File: config.mk
export PLATFORM = sky130hd
export DESIGN_NAME = if_stage
export DESIGN_NICKNAME = d
export VERILOG_FILES = /design/src/rtl/cpu_pkg.sv /design/src/rtl/if_id_reg.sv /design/src/rtl/if_stage.sv
export SDC_FILE = /design/constraint.sdc
export NUM_CORES = 1
export LEC_CHECK = 0
export CAP_MARGIN = 30
export CORE_MARGIN = 1.5
export CORE_UTILIZATION = 57
export CTS_BUF_LIST = sky130_fd_sc_hd__clkbuf_16
export DETAILED_ROUTE_END_ITERATION = 10
export DONT_BUFFER_PORTS = 1
export GPL_TIMING_DRIVEN = 1
export PLACE_DENSITY = 0.84
export SLEW_MARGIN = 30
export SYNTH_ARGS = -nofsm -noshare
export SYNTH_HDL_FRONTEND = slang
export SYNTH_HIERARCHICAL = 1
export SYNTH_SLANG_ARGS = --single-unit
File: constraint.sdc
create_clock -name clk -period 2.2 [get_ports clk]
set_input_delay 0.22 -clock clk [delete_from_list [all_inputs] [get_ports clk]]
set_output_delay 0.22 -clock clk [all_outputs]
set_load 0.01 [all_outputs]
File: src/rtl/cpu_pkg.sv
// -----------------------------------------------------------------------------
// cpu_pkg
// Shared types and constants for the CPU pipeline stages.
//   word_t             : 32-bit machine word (instructions and addresses).
//   if_id_t            : contents of the IF/ID pipeline register
//                        (instr, pc, pc4, valid).
//   NOP_INSTR_DEFAULT  : default instruction word used for bubbles.
//   RESET_PC_DEFAULT   : default program counter after reset.
//   INSTR_BYTES        : byte distance between consecutive instructions.
//   alignWord()        : clears the two byte-offset bits of an address.
// -----------------------------------------------------------------------------
package cpu_pkg;

   typedef logic [31:0] word_t;

   typedef struct packed {
      word_t instr;
      word_t pc;
      word_t pc4;
      logic  valid;
   } if_id_t;

   localparam word_t NOP_INSTR_DEFAULT = 32'h0000_0000;
   localparam word_t RESET_PC_DEFAULT  = 32'h0000_0000;
   localparam word_t INSTR_BYTES       = 32'd4;
   localparam word_t WORD_ALIGN_MASK   = 32'hFFFF_FFFC;

   // Instructions are word aligned, so any address that becomes a PC has its
   // byte-offset bits cleared here rather than trusting the producer.
   function automatic word_t alignWord(input word_t addr);
      return addr & WORD_ALIGN_MASK;
   endfunction

endpackage

File: src/rtl/if_id_reg.sv
// -----------------------------------------------------------------------------
// if_id_reg
// IF/ID pipeline register with hold and flush controls.
//   clk      : clock, rising-edge active
//   rst_n    : asynchronous active-low reset
//   hold_i   : keep the current contents (hazard stall)
//   flush_i  : replace the instruction with a bubble; pc/pc4 are kept
//   d_i      : fetch packet from the IF stage
//   q_o      : registered packet presented to ID
// Flush wins over hold so a redirect always kills the wrong-path instruction.
// -----------------------------------------------------------------------------
module if_id_reg
   import cpu_pkg::*;
#(
   parameter word_t NOP_INSTR = NOP_INSTR_DEFAULT
) (
   input  logic   clk,
   input  logic   rst_n,
   input  logic   hold_i,
   input  logic   flush_i,
   input  if_id_t d_i,
   output if_id_t q_o
);

   if_id_t ifid_q;
   if_id_t ifid_d;

   // Next-state selection: a flush turns the slot into a bubble while leaving
   // the pc fields alone, a hold recirculates everything, otherwise load the
   // new fetch packet.
   always_comb begin
      ifid_d = ifid_q;
      if (flush_i) begin
         ifid_d.instr = NOP_INSTR;
         ifid_d.valid = 1'b0;
      end else if (!hold_i) begin
         ifid_d = d_i;
      end
   end

   // The register itself; reset leaves a bubble with cleared pc fields.
   always_ff @(posedge clk or negedge rst_n) begin
      if (!rst_n) begin
         ifid_q <= '{instr: NOP_INSTR, pc: '0, pc4: '0, valid: 1'b0};
      end else begin
         ifid_q <= ifid_d;
      end
   end

   assign q_o = ifid_q;

endmodule

File: src/rtl/if_stage.sv
// -----------------------------------------------------------------------------
// if_stage
// Instruction fetch stage: owns the PC register and next-PC mux and feeds the
// IF/ID register (if_id_reg).
//   Parameters : RESET_PC (PC after reset), NOP_INSTR (bubble instruction)
//   clk, rst_n : clock and asynchronous active-low reset
//   stall      : freeze PC and IF/ID
//   redirect   : taken branch/jump from ID, overrides stall, flushes IF/ID
//   redirect_pc: redirect target (byte-offset bits ignored)
//   imem_addr  : fetch address, equal to the PC register
//   imem_instr : instruction returned combinationally for imem_addr
//   id_instr, id_pc, id_pc4, id_valid : IF/ID register outputs
// Optional build macro IF_PERF_CNT_EN adds perf_fetch, perf_stall and
// perf_flush, free-running 32-bit event counters cleared by reset.
// -----------------------------------------------------------------------------
module if_stage
   import cpu_pkg::*;
#(
   parameter word_t RESET_PC  = RESET_PC_DEFAULT,
   parameter word_t NOP_INSTR = NOP_INSTR_DEFAULT
) (
   input  logic        clk,
   input  logic        rst_n,
   input  logic        stall,
   input  logic        redirect,
   input  logic [31:0] redirect_pc,
   output logic [31:0] imem_addr,
   input  logic [31:0] imem_instr,
   output logic [31:0] id_instr,
   output logic [31:0] id_pc,
   output logic [31:0] id_pc4,
   output logic        id_valid
`ifdef IF_PERF_CNT_EN
   ,
   output logic [31:0] perf_fetch,
   output logic [31:0] perf_stall,
   output logic [31:0] perf_flush
`endif
);

   word_t  pc_q;
   word_t  pc_d;
   word_t  pcPlus4;
   if_id_t fetchPacket;
   if_id_t ifidOut;

   // Sequential fetch address; the add wraps naturally at 2^32.
   assign pcPlus4 = pc_q + INSTR_BYTES;

   // Next-PC mux: redirect beats stall, stall holds, otherwise step by one
   // instruction.
   always_comb begin
      pc_d = pc_q;
      if (redirect) begin
         pc_d = alignWord(redirect_pc);
      end else if (!stall) begin
         pc_d = pcPlus4;
      end
   end

   // PC register; the reset value is aligned as well so the low bits stay 0
   // even for an odd RESET_PC override.
   always_ff @(posedge clk or negedge rst_n) begin
      if (!rst_n) begin
         pc_q <= alignWord(RESET_PC);
      end else begin
         pc_q <= pc_d;
      end
   end

   assign imem_addr = pc_q;

   // The memory answers in the same cycle, so the packet for the current PC is
   // complete and can be captured by IF/ID on the next edge.
   assign fetchPacket = '{instr: imem_instr, pc: pc_q, pc4: pcPlus4, valid: 1'b1};

   if_id_reg #(
      .NOP_INSTR (NOP_INSTR)
   ) u_if_id_reg (
      .clk     (clk),
      .rst_n   (rst_n),
      .hold_i  (stall),
      .flush_i (redirect),
      .d_i     (fetchPacket),
      .q_o     (ifidOut)
   );

   assign id_instr = ifidOut.instr;
   assign id_pc    = ifidOut.pc;
   assign id_pc4   = ifidOut.pc4;
   assign id_valid = ifidOut.valid;

`ifdef IF_PERF_CNT_EN
   word_t fetchCnt_q;
   word_t stallCnt_q;
   word_t flushCnt_q;

   // Event counters: a fetch is a cycle where IF/ID loads a real instruction,
   // a stall only counts when no redirect overrides it, and every redirect
   // cycle is a flush.
   always_ff @(posedge clk or negedge rst_n) begin
      if (!rst_n) begin
         fetchCnt_q <= '0;
         stallCnt_q <= '0;
         flushCnt_q <= '0;
      end else begin
         if (redirect) begin
            flushCnt_q <= flushCnt_q + 32'd1;
         end else if (stall) begin
            stallCnt_q <= stallCnt_q + 32'd1;
         end else begin
            fetchCnt_q <= fetchCnt_q + 32'd1;
         end
      end
   end

   assign perf_fetch = fetchCnt_q;
   assign perf_stall = stallCnt_q;
   assign perf_flush = flushCnt_q;
`endif

endmodule

==> results.toml <==
[clock_network]
insertion_delay_ps = 410
path_clk_slew_ps = 60
root_buffer = "clkbuf_16"
htree_num_levels = 4
cts_buffers = 17
cts_sinks = 127
clockBufferDepth = 2
cts_tree = "built"

[layout]
nets = 701
syn_to_final_growth_pct = 26.8
final_cell_mix = "dfrtp_1, dlygate4sd3_1, nor2_1"
fillers = 645
mostFrequentLayoutCell = "dfrtp_1"
diodes = 0
drive_above_1_share = 0.232
utilization = 0.741

[synthesis]
synth_cells = 529
yosysSeqAreaShare = 0.529
netlist_area_um2 = 6010
ys_types = 45
syn_area_per_cell_um2 = 11.4
yosysWarnings = 6
ys_ff_latch = 127

[setup_path]
cp.required_ps = 2510
crit_path_cell_trace = "ha_4 -> nand4_2 -> or4_4 -> or4_1 -> a31oi_1"
slowest_stage = "or4_4"
cp-end-kind = "flop"
cp-start-kind = "flop"
critPathMaxStageDelay_ps = 580
critPathMaxFanout = 10
crit_type = "reg -> reg"
arrival_ps = 2410

[drt]
drc = 0
viasPerCell = 5.94
drt-pass1-iter-count = 5
wirelength_um = 16200
num_vias = 4624
drt_iter0_drc = 414
routedWlPerCell_um = 20.8
ant_nets = 0

[sta]
skew_ps = 8.61
fin_setup_tns_ps = 0
hold_viol = 128
slew_headroom = 0.460
period_needed_ps = 2100
fin_ws_ps = 101
setup_viol = 0
rsz0062_at_grt = "false"
drv_slew = 0
whs_ps = -491
period_share = 0.954
max_freq_ghz = 0.477
worst_slew_pin_slew_ps = 805

[floorplan]
rows = 37
io_pins = 197
dieArea_um2 = 11200
start_util = 0.585
dieHeight_um = 106
core_um2 = 10300
die_w_um = 106

[global_route]
grt_pass1_wl_um = 25500
grt_remaining_overflow = 0
gr-usage-all-layers = 0.295
grt_antenna_before_repair = 0
grt_pass1_vias = 4831
grt_max_degree = 128

[run_status]
status = "complete, but fails checks"
failed_checks = "hold timing"

[placement]
routabilityCongestion = 0.890
dp_hpwl_um = 9870
io_buffers = 0
dp_slack_ps = -14.8

[power_and_ir_drop]
irDropWorstVdd_mv = 0.454
leakage_nw = 3.29
fin_total_pwr_mw = 6.38
p_per_area_nw_per_um2 = 838

[job]
cap_violations = 0

[hold_path]
hp-class = "in -> async"
## path summary, 6_finish.rpt
| check | startpoint | to | slack, ps | cells after the start |
|---|---|---|---|---|
| setup / recovery | imem_addr[2] | imem_addr[26] | 100 | 5 |
| hold / removal | rst_n | u_if_id_reg/q_o[54] | -490 | 0 |
| setup reg to reg | imem_addr[2] | imem_addr[26] | 100 | 5 |
| hold reg to reg | u_if_id_reg/q_o[40] | u_if_id_reg/q_o[40] | 560 | 1 |
| max in group asynchronous | rst_n | u_if_id_reg/q_o[76] | 2430 | 0 |
| min in group clk | imem_instr[1] | u_if_id_reg/q_o[66] | -10 | 2 |
## critical path: cells and delay by family, from the launching register on
family | cells | cell delay [ps]
compound gates | 1 | 200
simple gates | 3 | 1240
flops | 1 | 390
fa+ha+maj | 1 | 170
## power by group
part           switching [mW]  internal (mW)  total, mW  leakage (nW)
clock                   0.949           1.50       2.45         0.269
combinational           0.410          0.484      0.894          1.48
sequential              0.384           2.65       3.04          1.54
## synthesized netlist by cell type, drive strengths merged
library cell  number  area [µm²]
dfrtp            127        3180
mux2              65         732
nor2              65         260
mux2i             34         340
nand2             33         124
xnor2             27         236
clkbuf            19        72.6
buf               18         141
nand3             17        85.1
o21ai             15        75.1
nand4             13        87.6
xor2              13         114
a31oi             12        75.1
nor3              10        50.1
nor4               9        62.6
or4                9        67.6
inv                6        22.5
and4               4        35.0
o31ai              4        30.0
nand4b             3        26.3
o41ai              3        26.3
or3                3        18.8
a311o              2        20.0
conb               2        7.51
nand2b             2        12.5
o31a               2        17.5
or2                2        12.5
a21o               1        7.51
a31o               1        8.76
and3               1        6.26
clkinv             1        3.75
ha                 1        12.5
nand3b             1        7.51
nor2b              1        6.26
o211ai             1        7.51
o311ai             1        8.76
or3b               1        8.76
## layer usage
layer | share of wire | GRT usage
met1 | 0.40 | 0.361
met2 | 0.49 | 0.487
met3 | 0.092 | 0.0921
met4 | 0.019 | 0.121
met5 | 0 | 0
## area by class of cell
cell class,instances,area (µm²),area share
Inverter,7,26.3,0.00345
Multi-Input combinational cell,363,2650,0.348
Timing Repair Buffer,116,1080,0.141
Clock inverter,13,87.6,0.0115
Sequential cell,127,3180,0.418
Tap cell,136,170,0.0223
Clock buffer,17,425,0.0558
## what timing repair did
action                                 in CTS  in global routing
pin swaps                                   1                  5
hold buffers                               69                  1
resized for setup                           1                  4
gates cloned                                0                  0
setup endpoints to repair                   2                 11
endpoints found under the hold margin     189                128
setup buffers                               2                  2
## cell families after synthesis
family	Yosys count	synth area share
compound gates	42	0.0460
xor+xnor	40	0.0583
fa+ha+maj	1	0.00208
buf+inv	44	0.0400
flops	127	0.529
mux	99	0.178
other cells	2	0.00125
simple gates	174	0.145
## metrics by stage
stage / cells / area (µm²) / hold WS [ps]
global route: 779 / 7620 / -510
detailed placement: 676 / 6340 / -71.7
finish: 779 / 7620 / -491
floorplan: 534 / 6060 / -75.6
global placement: 676 / 6340 / -72.0
CTS: 777 / 7580 / -509
## sequential cells by signal (all words and copies together), names as in the netlist
name	count
u_if_id_reg/q_o	97
imem_addr	30
(Power assumes the default switching activity.)
